<file path="src/rtl/cpu_pkg.sv">
// Shared LEGv8 pipeline definitions: branch opcode patterns on instr[31:21] and fetch constants.
// The patterns use ? as a wildcard and are meant for casez.
package cpu_pkg;

  localparam logic [10:0] OPC_B     = 11'b000101?????;
  localparam logic [10:0] OPC_BL    = 11'b100101?????;
  localparam logic [10:0] OPC_CBZ   = 11'b10110100???;
  localparam logic [10:0] OPC_CBNZ  = 11'b10110101???;
  localparam logic [10:0] OPC_BCOND = 11'b01010100???;
  localparam logic [10:0] OPC_BR    = 11'b11010110000;

  localparam logic [31:0] NOP_INSTR   = 32'h0;
  localparam int          INSTR_BYTES = 4;

  typedef enum logic [1:0] {
    TGT_REG   = 2'd0,
    TGT_IMM26 = 2'd1,
    TGT_IMM19 = 2'd2
  } tgt_sel_t;

endpackage

</file>
<file path="src/rtl/branch_target_gen.sv">
// Branch target for the instruction held in IF/ID: register target, imm26 (B/BL)
// or imm19 (CBZ/CBNZ/B.cond) PC-relative offset. Purely combinational.
import cpu_pkg::*;

module branch_target_gen #(
  parameter int ADDR_W = 64
) (
  input  logic [31:0]       id_instr,
  input  logic [ADDR_W-1:0] id_pc,
  input  logic              br_reg,
  input  logic              uncond_branch,
  input  logic [ADDR_W-1:0] br_target,
  output logic [ADDR_W-1:0] target
);

  logic [ADDR_W-1:0] off26;
  logic [ADDR_W-1:0] off19;
  tgt_sel_t          sel;

  assign off26 = {{(ADDR_W-28){id_instr[25]}}, id_instr[25:0], 2'b00};
  assign off19 = {{(ADDR_W-21){id_instr[23]}}, id_instr[23:5], 2'b00};

  // Decode's Uncondbranch also marks B/BL, so it selects the imm26 form directly.
  always_comb begin
    sel = TGT_IMM19;
    if (br_reg) begin
      sel = TGT_REG;
    end else if (uncond_branch) begin
      sel = TGT_IMM26;
    end else begin
      casez (id_instr[31:21])
        OPC_B, OPC_BL: sel = TGT_IMM26;
        default:       sel = TGT_IMM19;
      endcase
    end
  end

  always_comb begin
    target = id_pc + off19;
    case (sel)
      TGT_REG:   target = br_target;
      TGT_IMM26: target = id_pc + off26;
      default:   target = id_pc + off19;
    endcase
  end

endmodule

</file>
<file path="src/rtl/fetch_stage.sv">
// LEGv8 instruction fetch plus IF/ID register: owns the PC, applies decode-resolved
// redirects with a one-cycle squash, and flags bubbles to the control unit.
import cpu_pkg::*;

module fetch_stage #(
  parameter int              ADDR_W   = 64,
  parameter logic [ADDR_W-1:0] RESET_PC = '0
) (
  input  logic              clk,
  input  logic              reset,
  output logic [ADDR_W-1:0] imem_addr,
  input  logic [31:0]       imem_rdata,
  input  logic              imem_valid,
  input  logic              stall,
  input  logic              branch_taken,
  input  logic              uncond_branch,
  input  logic              br_reg,
  input  logic [ADDR_W-1:0] br_target,
  output logic [31:0]       id_instr,
  output logic [ADDR_W-1:0] id_pc,
  output logic [ADDR_W-1:0] id_link,
  output logic              id_valid,
  output logic              controloff,
  output logic [31:0]       fetch_count
);

  logic [ADDR_W-1:0] pc_reg, pc_next;
  logic [31:0]       instr_reg, instr_next;
  logic [ADDR_W-1:0] idpc_reg, idpc_next;
  logic              valid_reg, valid_next;
  logic [31:0]       count_reg, count_next;
  logic [ADDR_W-1:0] target;
  logic              redirect;

  branch_target_gen #(.ADDR_W(ADDR_W)) u_target (
    .id_instr      (instr_reg),
    .id_pc         (idpc_reg),
    .br_reg        (br_reg),
    .uncond_branch (uncond_branch),
    .br_target     (br_target),
    .target        (target)
  );

  // Flags/operands of a stalled ID instruction are stale, so stall blocks the redirect.
  assign redirect = branch_taken & valid_reg & ~stall;

  always_comb begin
    pc_next    = pc_reg;
    instr_next = instr_reg;
    idpc_next  = idpc_reg;
    valid_next = valid_reg;
    count_next = count_reg;
    if (stall) begin
      pc_next = pc_reg;
    end else if (redirect) begin
      pc_next    = target;
      instr_next = NOP_INSTR;
      valid_next = 1'b0;
    end else if (imem_valid) begin
      pc_next    = pc_reg + ADDR_W'(INSTR_BYTES);
      instr_next = imem_rdata;
      idpc_next  = pc_reg;
      valid_next = 1'b1;
      count_next = count_reg + 32'd1;
    end else begin
      instr_next = NOP_INSTR;
      valid_next = 1'b0;
    end
  end

  always_ff @(posedge clk or posedge reset) begin
    if (reset) begin
      pc_reg    <= RESET_PC;
      instr_reg <= NOP_INSTR;
      idpc_reg  <= '0;
      valid_reg <= 1'b0;
      count_reg <= 32'd0;
    end else begin
      pc_reg    <= pc_next;
      instr_reg <= instr_next;
      idpc_reg  <= idpc_next;
      valid_reg <= valid_next;
      count_reg <= count_next;
    end
  end

  assign imem_addr   = pc_reg;
  assign id_instr    = instr_reg;
  assign id_pc       = idpc_reg;
  assign id_valid    = valid_reg;
  assign id_link     = idpc_reg + ADDR_W'(INSTR_BYTES);
  assign controloff  = ~valid_reg | stall;
  assign fetch_count = count_reg;

endmodule
</file>
<file path="config.mk">
export PLATFORM = sky130hd
export DESIGN_NAME = fetch_stage
export DESIGN_NICKNAME = d
export VERILOG_FILES = /design/src/rtl/cpu_pkg.sv /design/src/rtl/branch_target_gen.sv /design/src/rtl/fetch_stage.sv
export SDC_FILE = /design/constraint.sdc
export NUM_CORES = 1
export LEC_CHECK = 0
export BUFFER_PORTS_ARGS = -buffer_cell sky130_fd_sc_hd__buf_2
export CORE_MARGIN = 4
export CORE_UTILIZATION = 38
export CTS_CLUSTER_DIAMETER = 60
export CTS_CLUSTER_SIZE = 20
export DETAILED_ROUTE_END_ITERATION = 7
export GPL_ROUTABILITY_DRIVEN = 1
export PLACE_DENSITY = 0.71
export SETUP_SLACK_MARGIN = 0.05
export SYNTH_ARGS = -nofsm -noshare
export SYNTH_HDL_FRONTEND = slang
export SYNTH_SLANG_ARGS = --single-unit
export TNS_END_PERCENT = 10
</file>
<file path="constraint.sdc">
create_clock -name clk -period 8.75 [get_ports clk]
set_input_delay 1.75 -clock clk [delete_from_list [all_inputs] [get_ports clk]]
set_output_delay 1.75 -clock clk [all_outputs]
set_load 0.1 [all_outputs]
</file>
; ---- Word level (Yosys, flattened, before mapping)
; Cells that the tools add are included.
[op_classes]
bitwise = 6
add_sub_neg = 5
n_reduce_logical = 5
eq_ne = 3
mux = 10
[ops]
columns = cell, count
row1 = "64-bit by 3-bit adder with 64-bit output, second input constant", 2
row2 = 64-bit adder, 2
row3 = 64-bit two-way mux, 2
row4 = 64-bit one-hot mux with 2 select lines, 1
row5 = 32-bit two-way mux, 2
row6 = "32-bit by 1-bit adder with 32-bit output, second input constant", 1
row7 = "6-bit by 3-bit equality test with 1-bit output, second input constant", 1
row8 = "6-bit equality test, second input constant", 1
row9 = 2-bit two-way mux, 3
row10 = 1-bit NOT, 3
row11 = 3-bit AND reduction, 1
row12 = 1-bit AND, 2
row13 = "2-bit by 1-bit equality test with 1-bit output, second input constant", 1
row14 = 2-bit logical NOT, 1
row15 = 1-bit two-way mux, 2
row16 = 2-bit AND reduction, 1
row17 = 2-bit nonzero test, 1
row18 = 2-bit OR reduction, 1
row19 = 1-bit bitwise OR, 1
[word_totals]
output_inout_bits = 258
regBits = 193

; ---- Depth between registers and ports, before layout
[logic_depth]
depth_word = 8
ltp_mapped = 18
mapped_depth_nobuf = 17

; ---- Hierarchy
; From an unflattened synthesis, not the netlist that was laid out.
[hier_totals]
hier_cells = 1804
area_unflattened_um2 = 14530.2
[by_module_without_submodules]
columns = module, area_per_inst_um2, seq_area_each_um2, n_inst, cells_per_inst
row1 = fetch_stage, 9882.0, 4829.6, 1, 1097
row2 = branch_target_gen, 4648.2, 0.0, 1, 707

; ---- Worst setup path after synthesis
; Ideal clock, no wire load.
[synth_path]
kind = reg-to-output
startpoint = register idpc_reg[2] (netlist: id_pc[2])
endpoint = output id_link[57]
t_required_ns = 7.000
setup_slack_ns = 1.965
stages_incl_launch_ff = 10
t_arrival_ns = 5.035
cell_sequence = dfrtp_1 inv_1 nor4_1 nand4_1 or3_1 nor2_1 and3_1 nand4_1 nor2_1 xor2_1
[synth_between]
elab_chain_len = 1
[synth_lines]
columns = element, line
row1 = "start, declared", fetch_stage.sv:29  ; logic [ADDR_W-1:0] idpc_reg, idpc_next;
row2 = "start signal, assigned", fetch_stage.sv:81  ; idpc_reg <= idpc_next;
row3 = 64-bit by 3-bit adder with 64-bit output, fetch_stage.sv:91  ; assign id_link = idpc_reg + ADDR_W'(INSTR_BYTES);
row4 = "end, declared", fetch_stage.sv:21  ; output logic [ADDR_W-1:0] id_link,
; No other way between the ends.

; ---- Final worst setup path
[layout_path]
startpoint = register idpc_reg[6] (netlist: id_pc[6])
endpoint = output id_link[63]
; Same word-level chain as after synthesis.

==> summary.txt <==
Synth
  • Synth Cell Area: roughly 0.014 mm²
  • Top FF cell, synth: dfrtp_1
  • Synth Net Count: around 1800
  • Synth area leader: dfrtp_1
  • Post-synth EDFFs: 0
  • Cells after Synth: 1588
  • #FFs+latches synth: 193
  • Sequential fraction of the synthesis area: roughly 34%
  • Synth cell types: 84
  • YS warnings: 0
  • Fraction of registers with async set/reset: between 90% and 100%
  • Avg Synthesized Cell Area: 8.94 µm²
  • Yosys top cell area share: about a third
  • Top cells by area, synth: dfrtp_1 (34%), xnor2_1 (7.2%), mux2_2 (6.3%), ha_1 (6.1%), xor2_1 (4.9%)

CTS
  • Post-CTS Setup Bufs: 0
  • Max Root-Sink Buffers: 2
  • H-tree levels: 4
  • CTS tree: done
  • Root Driver: clkbuf_16
  • Hold_buf cts: 0
  • Clk pin slew, worst setup/hold paths: 0.08 ns
  • Post-cts gate resize count: 0
  • Number of CTS-inserted buffers: 17
  • CTS Sinks: approximately 190
  • Worst skew pair latency: around 0.47 ns

STA
  • Fin Setup TNS: 0 ns
  • Worst clock skew: roughly 0.018 ns
  • Slew @ Worst Pin: approximately 1.1 ns
  • Final period util: 72.5%
  • Final hold violation count: 0
  • Worst slew margin: roughly a quarter
  • Final setup violation count: 0
  • Pins Over Slew Limit: 0
  • RSZ-0062 raised after global routing: no
  • Hold_ws: approximately 0.47 ns
  • Peak Freq: about 160 MHz
  • Crit path time final: 6.34 ns

Detailed routing
  • Drt first pass iters: 5
  • Routed vias/inst: approximately 5.7
  • Drt wl/cell: 21.9 µm
  • DRC errors left: 0
  • Routed WL: 52.1 mm
  • 1st-iter DRT viols: 1175
  • DRT antenna net count: 0
  • Vias: 13602

Critical path
  • Worst Path Buf+Inv: 2
  • Crit Path Max Fanout: 8
  • Critical Path Start Type: register
  • CP peak stage delay: between 0.5 and 0.6 ns
  • Critical Path, Cell by Cell: nand3_1 > nor4_1 > buf_4 > nand4_1 > or3_1 > nor2_1 > and3_1 > nand4_1 > nor2_1 > xor2_1 > buf_2
  • Crit path DAT: roughly 4.6 ns
  • CP Class: reg2out
  • Worst path required time: around 7 ns
  • Crit path max-delay cell type: dfrtp_1
  • CP endpoint kind: output port
  • Critical path's top delay family: simple AND/OR/NAND/NOR gates

Global routing
  • Initial antenna violation count: 3
  • Gr usage total: about 25%
  • Vias in the first global route: roughly 13000
  • First-pass GRT wire length: around 81 mm
  • Pin count of the biggest net entering global routing: between 100 and 150
  • GR Util met1: between 30% and 40%
  • Met3 Use GR: under 10%
  • Grt total ovfl: 0
  • Busiest grt layer: met2
  • Met2 Use GR: roughly 39%

Finish
  • Share of cells above drive strength 1: between 20% and 30%
  • Filler cells: approximately 3700
  • Synth-to-Final Area Change: 19.3%
  • Layout Nets: slightly above 2000

Die
  • Die width: 201 µm
  • IO Pins: roughly 360
  • Die height: 201 µm
  • Die ar.: a little over 0.04 mm²
  • Starting Density: approximately 39%
  • Rows: 70
  • Core box area: between 0.03 and 0.04 mm²

Flow run
  • Max-cap violations: 0

Placed design
  • PortBufs: 360
  • Placer Congestion: between 0.9 and 1
  • DPL Wire Length: 39.8 mm

Status
  • Status: finished clean

Worst hold path
  • Hold/Removal Path Class: reg2reg
==> per-stage QoR <==
step                      setup WS [ns]  utilization (%)  instance area (µm²)  std cells
final                              2.41             46.2                16900       2385
after global routing               2.24             46.2                16900       2384
after detailed placement           2.33             44.4                16300       2351
after global placement             2.41             44.4                16300       2351
after CTS                          2.43             46.1                16900       2383
after floorplan                    1.74                -                14200       1588
==> sequential cells by signal, summed over array words and instances, names as in the netlist <==
name and cells:
fetch_count 32, imem_addr 64, id_valid 1, id_instr 32, id_pc 64
==> placed cells by master, fill, tap and decap left out, drive strengths merged, types with 4 or more instances in the layout <==
master | Yosys | routed
o21ai | 90 | 90
nand3 | 69 | 69
and4 | 14 | 14
nand4 | 54 | 54
ha | 69 | 69
and2 | 5 | 5
inv | 27 | 34
nand2b | 5 | 5
o211ai | 6 | 6
mux2i | 12 | 12
a21o | 29 | 29
mux2 | 80 | 80
or2 | 5 | 5
nor4 | 9 | 9
a22o | 33 | 33
nor3b | 4 | 4
or3 | 24 | 24
nor2b | 11 | 11
a221oi | 4 | 4
buf | 28 | 371
o21bai | 15 | 15
nor3 | 31 | 31
nor2 | 109 | 109
a31oi | 19 | 19
a21oi | 115 | 115
o21a | 7 | 7
o31ai | 6 | 6
xor2 | 79 | 79
nand2 | 180 | 180
dfrtp | 193 | 193
a211oi | 22 | 22
xnor2 | 117 | 117
clkinv | 0 | 7
clkbuf | 46 | 17
and3 | 33 | 33
==> cell families (layout without fill, tap and decap cells) <==
family	Yosys count	count (layout)	synth area share (%)
simple gates	561	561	19.7
compound gates	373	373	17.3
xor+xnor	196	196	12.1
flops	193	193	34.0
buf+inv	103	430	3.46
mux	92	92	7.19
fa+ha+maj	70	70	6.22
other cells	0	2	0
==> worst register-to-register path: stages, from the launching register on <==
cell and delay [ns]:
dfrtp_1 0.41, nor4b_1 0.28, a21oi_1 0.18, nor2_2 0.86, nand2_1 0.14, nand2_1 0.71
ha_1 0.50, a21o_1 0.23, o21bai_1 0.17, a221o_2 0.33, a21oi_1 0.24, or3_1 0.16
o31ai_1 0.12, nor3b_1 0.53, o21ai_0 0.23, xnor2_1 0.19, a21oi_1 0.09
==> Yosys cell counts (7+ instances only) <==
cell type  number
o21ai_1        13
and4_1         13
dfrtp_1       193
mux2i_1        12
a22o_1         33
buf_1          11
buf_6           7
mux2_2         79
o21ai_0        77
o21bai_1       15
and3_1         33
nor3_1         26
xor2_1         79
nand3_1        68
inv_1          27
or3_1          24
xnor2_1       117
o21a_1          7
nor2_1        109
a21oi_1       113
nand4_1        53
nor2b_1        11
clkbuf_1       43
nand2_1       180
buf_2           8
a31oi_1        18
ha_1           69
a21o_1         28
a211oi_1       19
==> per-layer routing <==
metal | part of all wire, % | up-vias
li1 | - | 6394
met5 | 0 | -
met4 | 2.3 | 0
met3 | 6.9 | 65
met1 | 45 | 6629
met2 | 46 | 514
==> path summary, 6_finish.rpt <==
path                       cells after the start  slack (ns)                         from                     endpoint
max                                           11        2.41         id_pc[6]$_DFFE_PP0P_                  id_link[63]
min                                            1        0.47  fetch_count[31]$_DFFE_PP0P_  fetch_count[31]$_DFFE_PP0P_
max reg2reg                                   16        3.23     id_instr[29]$_DFFE_PP0N_    imem_addr[49]$_DFFE_PP0P_
min reg2reg                                    1        0.47  fetch_count[31]$_DFFE_PP0P_  fetch_count[31]$_DFFE_PP0P_
max in group asynchronous                      3        5.65                        reset    imem_addr[37]$_DFFE_PP0P_
min in group asynchronous                      2        1.42                        reset        id_pc[46]$_DFFE_PP0P_
==> area by class of cell <==
cell class                 instances  area, µm²  share of cell area (%)
tap                              468        586                    3.46
clock inverter                    15        205                    1.21
inverter                          27        109                   0.643
timing repair buffer             371       1880                    11.1
antenna                            2       5.00                  0.0295
sequential                       193       4830                    28.5
clock buffer                      17        425                    2.51
multi-input combinational       1292       8890                    52.5
Power is left out: the tool's default activity adds up to more than one toggle a clock period on the data nets, which glitch-free logic cannot reach.
